**src/rtl/risc_pkg.sv**
```systemverilog
// risc_pkg: opcode constants, instruction field positions and sequencer state encoding
package risc_pkg;
  localparam logic [5:0] OP_ADD  = 6'h00;
  localparam logic [5:0] OP_SUB  = 6'h01;
  localparam logic [5:0] OP_AND  = 6'h02;
  localparam logic [5:0] OP_OR   = 6'h03;
  localparam logic [5:0] OP_XOR  = 6'h04;
  localparam logic [5:0] OP_SLT  = 6'h05;
  localparam logic [5:0] OP_SHL  = 6'h06;
  localparam logic [5:0] OP_SHR  = 6'h07;
  localparam logic [5:0] OP_HALT = 6'h3F;
  localparam int OPC_HI = 31;
  localparam int OPC_LO = 26;
  localparam int RD_HI  = 25;
  localparam int RD_LO  = 21;
  localparam int RS1_HI = 20;
  localparam int RS1_LO = 16;
  localparam int RS2_HI = 15;
  localparam int RS2_LO = 11;
  localparam logic [2:0] S_IDLE   = 3'd0;
  localparam logic [2:0] S_FETCH  = 3'd1;
  localparam logic [2:0] S_DECODE = 3'd2;
  localparam logic [2:0] S_EXEC   = 3'd3;
  localparam logic [2:0] S_WB     = 3'd4;
  localparam logic [2:0] S_HALT   = 3'd5;
endpackage

```
**src/rtl/alu_instr_sequencer_control.sv**
```systemverilog
// alu_instr_sequencer_control: ControlUnit decoder; opcode in, alu_op/we/illegal out
module alu_instr_sequencer_control
  import risc_pkg::*;
(
  input  logic [5:0] opcode,
  output logic [2:0] alu_op,
  output logic       we,
  output logic       illegal
);
  logic alu_class;
  assign alu_class = opcode <= OP_SHR;
  assign alu_op    = alu_class ? opcode[2:0] : 3'd0;
  assign we        = alu_class;
  // HALT is handled by the sequencer in DECODE, so it is not flagged as illegal
  assign illegal   = !alu_class && opcode != OP_HALT;
endmodule

```
**src/rtl/alu_instr_sequencer.sv**
```systemverilog
// alu_instr_sequencer: FETCH/DECODE/EXEC/WB sequencer; imem req/valid fetch, regfile addressing, ALU writeback, status and retired count
module alu_instr_sequencer
  import risc_pkg::*;
#(
  parameter int            AW       = 32,
  parameter logic [AW-1:0] RESET_PC = '0,
  parameter int            PC_STEP  = 4,
  parameter int            CNT_W    = 16
) (
  input  logic             clk,
  input  logic             reset,
  input  logic             start,
  output logic             imem_req,
  output logic [AW-1:0]    imem_addr,
  input  logic             imem_valid,
  input  logic [31:0]      imem_rdata,
  output logic [4:0]       rf_raddr1,
  output logic [4:0]       rf_raddr2,
  output logic [2:0]       alu_opcode,
  input  logic [31:0]      alu_result,
  output logic             rf_we,
  output logic [4:0]       rf_waddr,
  output logic [31:0]      rf_wdata,
  output logic             busy,
  output logic             halted,
  output logic             illegal_op,
  output logic [CNT_W-1:0] instr_count
);
  logic [2:0]      state;
  logic [AW-1:0]   pc;
  logic [31:11]    ir;
  logic            cu_we;
  logic            cu_illegal;
  logic            unused_bits;
  assign unused_bits = ^imem_rdata[10:0];
  alu_instr_sequencer_control u_cu (
    .opcode (ir[OPC_HI:OPC_LO]),
    .alu_op (alu_opcode),
    .we     (cu_we),
    .illegal(cu_illegal)
  );
  always_ff @(posedge clk or posedge reset)
    if (reset) begin
      state       <= S_IDLE;
      pc          <= RESET_PC;
      ir          <= '0;
      rf_wdata    <= '0;
      instr_count <= '0;
    end else begin
      case (state)
        S_IDLE:   if (start) state <= S_FETCH;
        S_FETCH:  if (imem_valid) begin
          ir    <= imem_rdata[31:11];
          state <= S_DECODE;
        end
        S_DECODE: state <= ir[OPC_HI:OPC_LO] == OP_HALT ? S_HALT : S_EXEC;
        S_EXEC: begin
          rf_wdata <= alu_result;
          state    <= S_WB;
        end
        S_WB: begin
          pc          <= pc + AW'(PC_STEP);
          instr_count <= instr_count + CNT_W'(1);
          state       <= S_FETCH;
        end
        default: state <= state;
      endcase
    end
  assign imem_req   = state == S_FETCH;
  assign imem_addr  = imem_req ? pc : '0;
  assign busy       = state inside {S_FETCH, S_DECODE, S_EXEC, S_WB};
  assign halted     = state == S_HALT;
  assign rf_raddr1  = ir[RS1_HI:RS1_LO];
  assign rf_raddr2  = ir[RS2_HI:RS2_LO];
  assign rf_waddr   = ir[RD_HI:RD_LO];
  // r0 is hardwired zero, so writes to it are suppressed
  assign rf_we      = state == S_WB && cu_we && rf_waddr != 5'd0;
  assign illegal_op = state == S_WB && cu_illegal;
endmodule

```
**config.mk**
```make
export PLATFORM = sky130hd
export DESIGN_NAME = alu_instr_sequencer
export DESIGN_NICKNAME = d
export VERILOG_FILES = /design/src/rtl/risc_pkg.sv /design/src/rtl/alu_instr_sequencer_control.sv /design/src/rtl/alu_instr_sequencer.sv
export SDC_FILE = /design/constraint.sdc
export NUM_CORES = 1
export LEC_CHECK = 0
export CAP_MARGIN = 20
export CORE_MARGIN = 10
export CORE_UTILIZATION = 32
export DETAILED_ROUTE_END_ITERATION = 12
export PLACE_DENSITY_LB_ADDON = 0.1
export SLEW_MARGIN = 20
export SYNTH_ARGS = -nofsm -noshare
export SYNTH_HDL_FRONTEND = slang
export SYNTH_SLANG_ARGS = --single-unit
```
**constraint.sdc**
```tcl
create_clock -name clk -period 6 [get_ports clk]
set_clock_uncertainty 0.05 [all_clocks]
set_input_delay 1.2 -clock clk [delete_from_list [all_inputs] [get_ports clk]]
set_output_delay 1.2 -clock clk [all_outputs]
set_load 0.005 [all_outputs]
```
======== After elaboration in Yosys (flattened, before gate mapping) ========
Cells that the tools add are included.
storage, ports and cells
  bits in latches ......................... 0
  memories kept ........................... 0
  bits of input ports ..................... 68
  flip-flop bits (word level) ............. 104
  logic and storage cells ................. 34
  output and inout bits ................... 103
  RAM bits ................................ 0
  memory bits (read-only) ................. 0
cells by class
  divide/modulo/power cells ............... 0
  shifts and indexed selects .............. 0
  add/subtract/negate cells ............... 2
  multiplexer cells ....................... 6
  $mul .................................... 0
  bitwise operators ....................... 0
  order comparisons ....................... 1
  eq/ne operators ......................... 9
  reductions and logical operators ........ 11
operators with widths
  operator                 count
  $add A32 B3 Y32 const B  1
  $mux W32                 1
  $add A16 B1 Y16 const B  1
  $pmux W3 S5              1
  $mux W3                  4
  $reduce_bool A5 Y1       2
  $eq A3 B2 Y1 const B     2
  $eq A3 B3 Y1 const B     2
  $eq A6 B6 Y1 const B     1
  $le A6 B3 Y1 const B     1
  $ne A6 B6 Y1 const B     1
  $logic_and A1 B1 Y1      4
  $reduce_bool A4 Y1       1
  $eq A3 B1 Y1 const B     1
  $logic_not A3 Y1         1
  $reduce_and A3 Y1        1
  $ne A2 B1 Y1 const B     1
  $ne A2 B2 Y1 const B     1
  $reduce_and A2 Y1        1
  $logic_not A1 Y1         1

======== Longest topological paths before layout ========
  depth in word-level cells ............... 4
  depth in mapped cells ................... 7
  depth with buffers taken out ............ 5

======== Modules after synthesis ========
Synthesis repeated with hierarchy kept, for this count alone.
second synthesis, totals
  cell total of the unflattened synthesis .. 373
  area total of the unflattened synthesis .. 4619.4 um2
by module, submodules not included
  module                       area each (um2)  times used  seq. area each (um2)  cells each
  alu_instr_sequencer          4569.4           1           2552.4                367
  alu_instr_sequencer_control  50.0             1           0.0                   6

======== Least setup slack after synthesis ========
Ideal clock, no wire load.
  path type ............................... register -> output
  start ................................... register state[0]
  end ..................................... output port illegal_op
  stages on the path, launching flop included .. 5
  required time ........................... 4.750 ns
  arrival time ............................ 1.234 ns
  path buffers ............................ 2
  path slack .............................. 3.516 ns
  cells stage by stage .................... dfrtp_1 -> buf_2 -> nor3b_2 -> buf_2 -> nor3b_1
between the ends
  word-level cells in the longest chain between the ends .. 2
ends and longest elaborated chain
  element                 RTL line                   source
  start, declared         alu_instr_sequencer.sv:29  logic [2:0] state;
  start signal, assigned  alu_instr_sequencer.sv:56  S_DECODE: state <= ir[OPC_HI:OPC_LO] == OP_HALT ? S_HALT : S_EXEC;
  start signal, assigned  alu_instr_sequencer.sv:66  default: state <= state;
  $eq A3 B3 Y1            alu_instr_sequencer.sv:78  assign illegal_op = state == S_WB && cu_illegal;
  $logic_and A1 B1 Y1     alu_instr_sequencer.sv:78
  end, declared           alu_instr_sequencer.sv:26  output logic illegal_op,
No other way between the ends.

======== Worst setup path after layout ========
  start ................................... register state[2]
  end ..................................... output port illegal_op
Same word-level chain as after synthesis.

==> key figures <==
Placed design
  – Post-Place Cells: 694
  – IO buf count: 157
  – Final RePlAce weighted congestion: 0.7784
  – HPWL Detailed: 9.013 mm

Clock tree
  – Clock root cell: clkbuf_16
  – Worst-path clk slew: 0.07 ns
  – # H-tree levels: 3
  – Clk sinks: 102
  – Later-pin clock latency in the skew report: 0.35 ns
  – CTS Hold Buffers Added: 0
  – Num CTS Buffers: 9
  – Max clock buf depth: 2
  – Post CTS Setup Buffer Count: 0
  – Number of gates resized after cts: 0
  – TritonCTS clock tree: done

Timing
  – Slew Limit Fails: 0
  – Hold Slack: 0.4186 ns
  – Fin. Hold Viols: 0
  – Rel. slew slack: 42.12%
  – Fraction of the cycle the final worst path needs: 55.43%
  – RSZ-0062 raised after global routing: no
  – Setup TNS: 0 ns
  – Final setup vio count: 0
  – FMAX: 300.7 MHz
  – Min cycle time layout: 3.326 ns
  – Worst-Margin Slew: 0.8682 ns

Synthesis
  – Gate Count Post-Synth: 378
  – Compound-Gate Fraction of Synth Area: 0.9737%
  – Register area share after synthesis: 53.68%
  – Largest family of logic cells by synthesized area: simple AND/OR/NAND/NOR gates
  – Share of the synthesized area in the top cell type: 53.68%
  – Number of synthesized flops with an enable pin: 0
  – Seq cells post-synth: 102
  – Simple-gate share of the synthesized area: 17.03%
  – Xor/xnor cell area share of the yosys netlist: 8.289%
  – Synth warn: 0
  – Top_reg_cell synth: dfrtp_1
  – Yosys top cell by area: dfrtp_1
  – Post-synthesis adder-cell area fraction: 0.5263%
  – Ys async rst share: 100.0%
  – Mux contribution to synthesized area: 14.53%
  – Synth cell types: 40
  – Top post-synthesis cells by area: dfrtp_1 (54%), mux2_2 (8.5%), mux2_4 (6.0%), xnor2_1 (5.9%), and2_1 (4.6%)
  – Mapped cell area: 4755 um2
  – Avg Inst Size Synth: 12.58 um2

Routing
  – DR iter-0 viols: 147
  – Drc violations: 0
  – First-pass DRT Iterations: 4
  – Via Count: 3255
  – Total Wirelength: 12.00 mm
  – Via-per-instance ratio: 4.585
  – DRT antenna net count: 0
  – Drt wl/cell: 16.90 um

Cells and area
  – Area of the multi-input gates: 1973 um2
  – Most common cell after layout, fill and taps aside: clkdlybuf4s50_1
  – Cell Count, Final, Fillers Out: 710
  – Sequential Area: 2552 um2
  – Nets@finish: 591
  – Layout cells sized above 1: 16.54%
  – Layout area overhead: 39.71%
  – # diodes: 0
  – Fillcell total: 1374
  – Commonest non-fill, non-tap cells in the layout: clkdlybuf4s50_1 (157), dfrtp_1 (102), mux2_2 (36)

Floorplan
  – Initial core utilization: 32.71%
  – Die area: 20130 um2
  – Core Rows: 44
  – Die width: 141.9 um
  – Core area: 14530 um2
  – Chip Height: 141.9 um
  – I/O pin count: 171

Power and ir drop
  – PwrDens: 396.3 nW/um2
  – Final total power: 2.632 mW
  – Leakage: 2.771 nW
  – Peak supply drop: 192.4 uV

Setup path
  – Crit Path Category: reg2out
  – CP Launch Point: state[2]
  – RR Startpoint: state[1]
  – Worst Setup Start Kind: flip-flop
  – CP max FO: 13
  – Worst EP required: 4.75 ns
  – Data arrival, critical path: 2.08 ns
  – CP endpoint kind: output pin

Hold path
  – Min-Delay Startpoint: instr_count[15]
  – Hold crit path type: reg2reg

Global routing
  – First-pass GRT wire length: 19.30 mm
  – Largest net degree at the start of global routing: 70
  – Initial antenna violation count: 0
  – Gr usage total: 12.03%
  – Vias in the first global route: 3431
  – GRT overflow: 0

Outcome
  – Status: finished clean

Job
  – Maxcap violations: 0
## flip-flops by register name, indices dropped and copies added (netlist names)
signal and flops:
pc 30, instr_count 16, rf_wdata 32, ir 21, state 3
## final timing paths
kind / slack [ns] / to / depth (start not counted)
max in group asynchronous: 3.56 / rf_wdata[18] / 3
hold reg to reg: 0.42 / instr_count[15] / 1
hold / removal: 0.42 / instr_count[15] / 1
setup / recovery: 2.67 / illegal_op / 4
setup reg to reg: 4.00 / ir[30] / 4
min in group asynchronous: 1.33 / rf_wdata[16] / 2
## stage by stage
step / util [%] / cell area (um2) / worst slack, ns
4_1_cts: 45.70 / 6643 / 2.635
3_3_place_gp: 43.86 / 6375 / 3.049
6_report: 45.70 / 6643 / 2.674
5_1_grt: 45.70 / 6643 / 2.536
2_1_floorplan: - / 4758 / 2.075
3_5_place_dp: 43.86 / 6375 / 3.038
## layer usage
metal	vias up	routed length, um	global-route usage (%)
li1	1567	-	-
met1	1591	5111	14.63
met2	87	5756	18.91
met3	10	962	4.773
met4	0	167	4.196
met5	-	0	0
## kinds of logic (layout without fill, tap and decap cells)
group                    after synthesis  in the layout
buffers and inverters                 35            182
multiplexers                          55             55
flip-flops                           102            102
AND/OR/NAND/NOR                      131            131
XOR/XNOR                              45             45
other                                  1              2
adder cells (fa/ha/maj)                2              2
AO/OA/AOI/OAI                          7              7
## power breakdown
part / leakage (nW) / total, mW / switching, mW / internal (mW)
registers: 1.29 / 1.07 / 0.162 / 0.909
logic: 1.35 / 1.02 / 0.344 / 0.680
clock network: 0.128 / 0.537 / 0.257 / 0.280
## cell type report
type | instances | share of cell area (%)
Sequential cell | 102 | 38.43
Multi-Input combinational cell | 242 | 29.70
Timing Repair Buffer | 160 | 24.00
Tap cell | 184 | 3.466
Clock buffer | 10 | 3.447
Clock inverter | 6 | 0.5839
Inverter | 6 | 0.3767
## synthesized netlist by cell type (2+ instances only)
master and n:
nor3_1 9, ha_1 2, and4_1 4, clkbuf_1 3, and3_1 5, xor2_1 13
nor2_1 11, buf_2 6, and2_1 35, buf_4 17, nand3_1 19, xnor2_1 32
nor4_2 3, inv_1 5, nand4_1 15, mux2_4 19, buf_8 2, o21ai_0 2
mux2_2 36, dfrtp_1 102, a21oi_1 2, nand2_1 18
## worst max-delay path, cell delays in order (launching register included)
cell             delay, ns
dfrtp_1               0.53
nor3b_2               0.22
buf_4                 0.23
nor3b_1               0.20
clkdlybuf4s50_1       0.56
No activity file was read; power rests on OpenSTA's default activity.
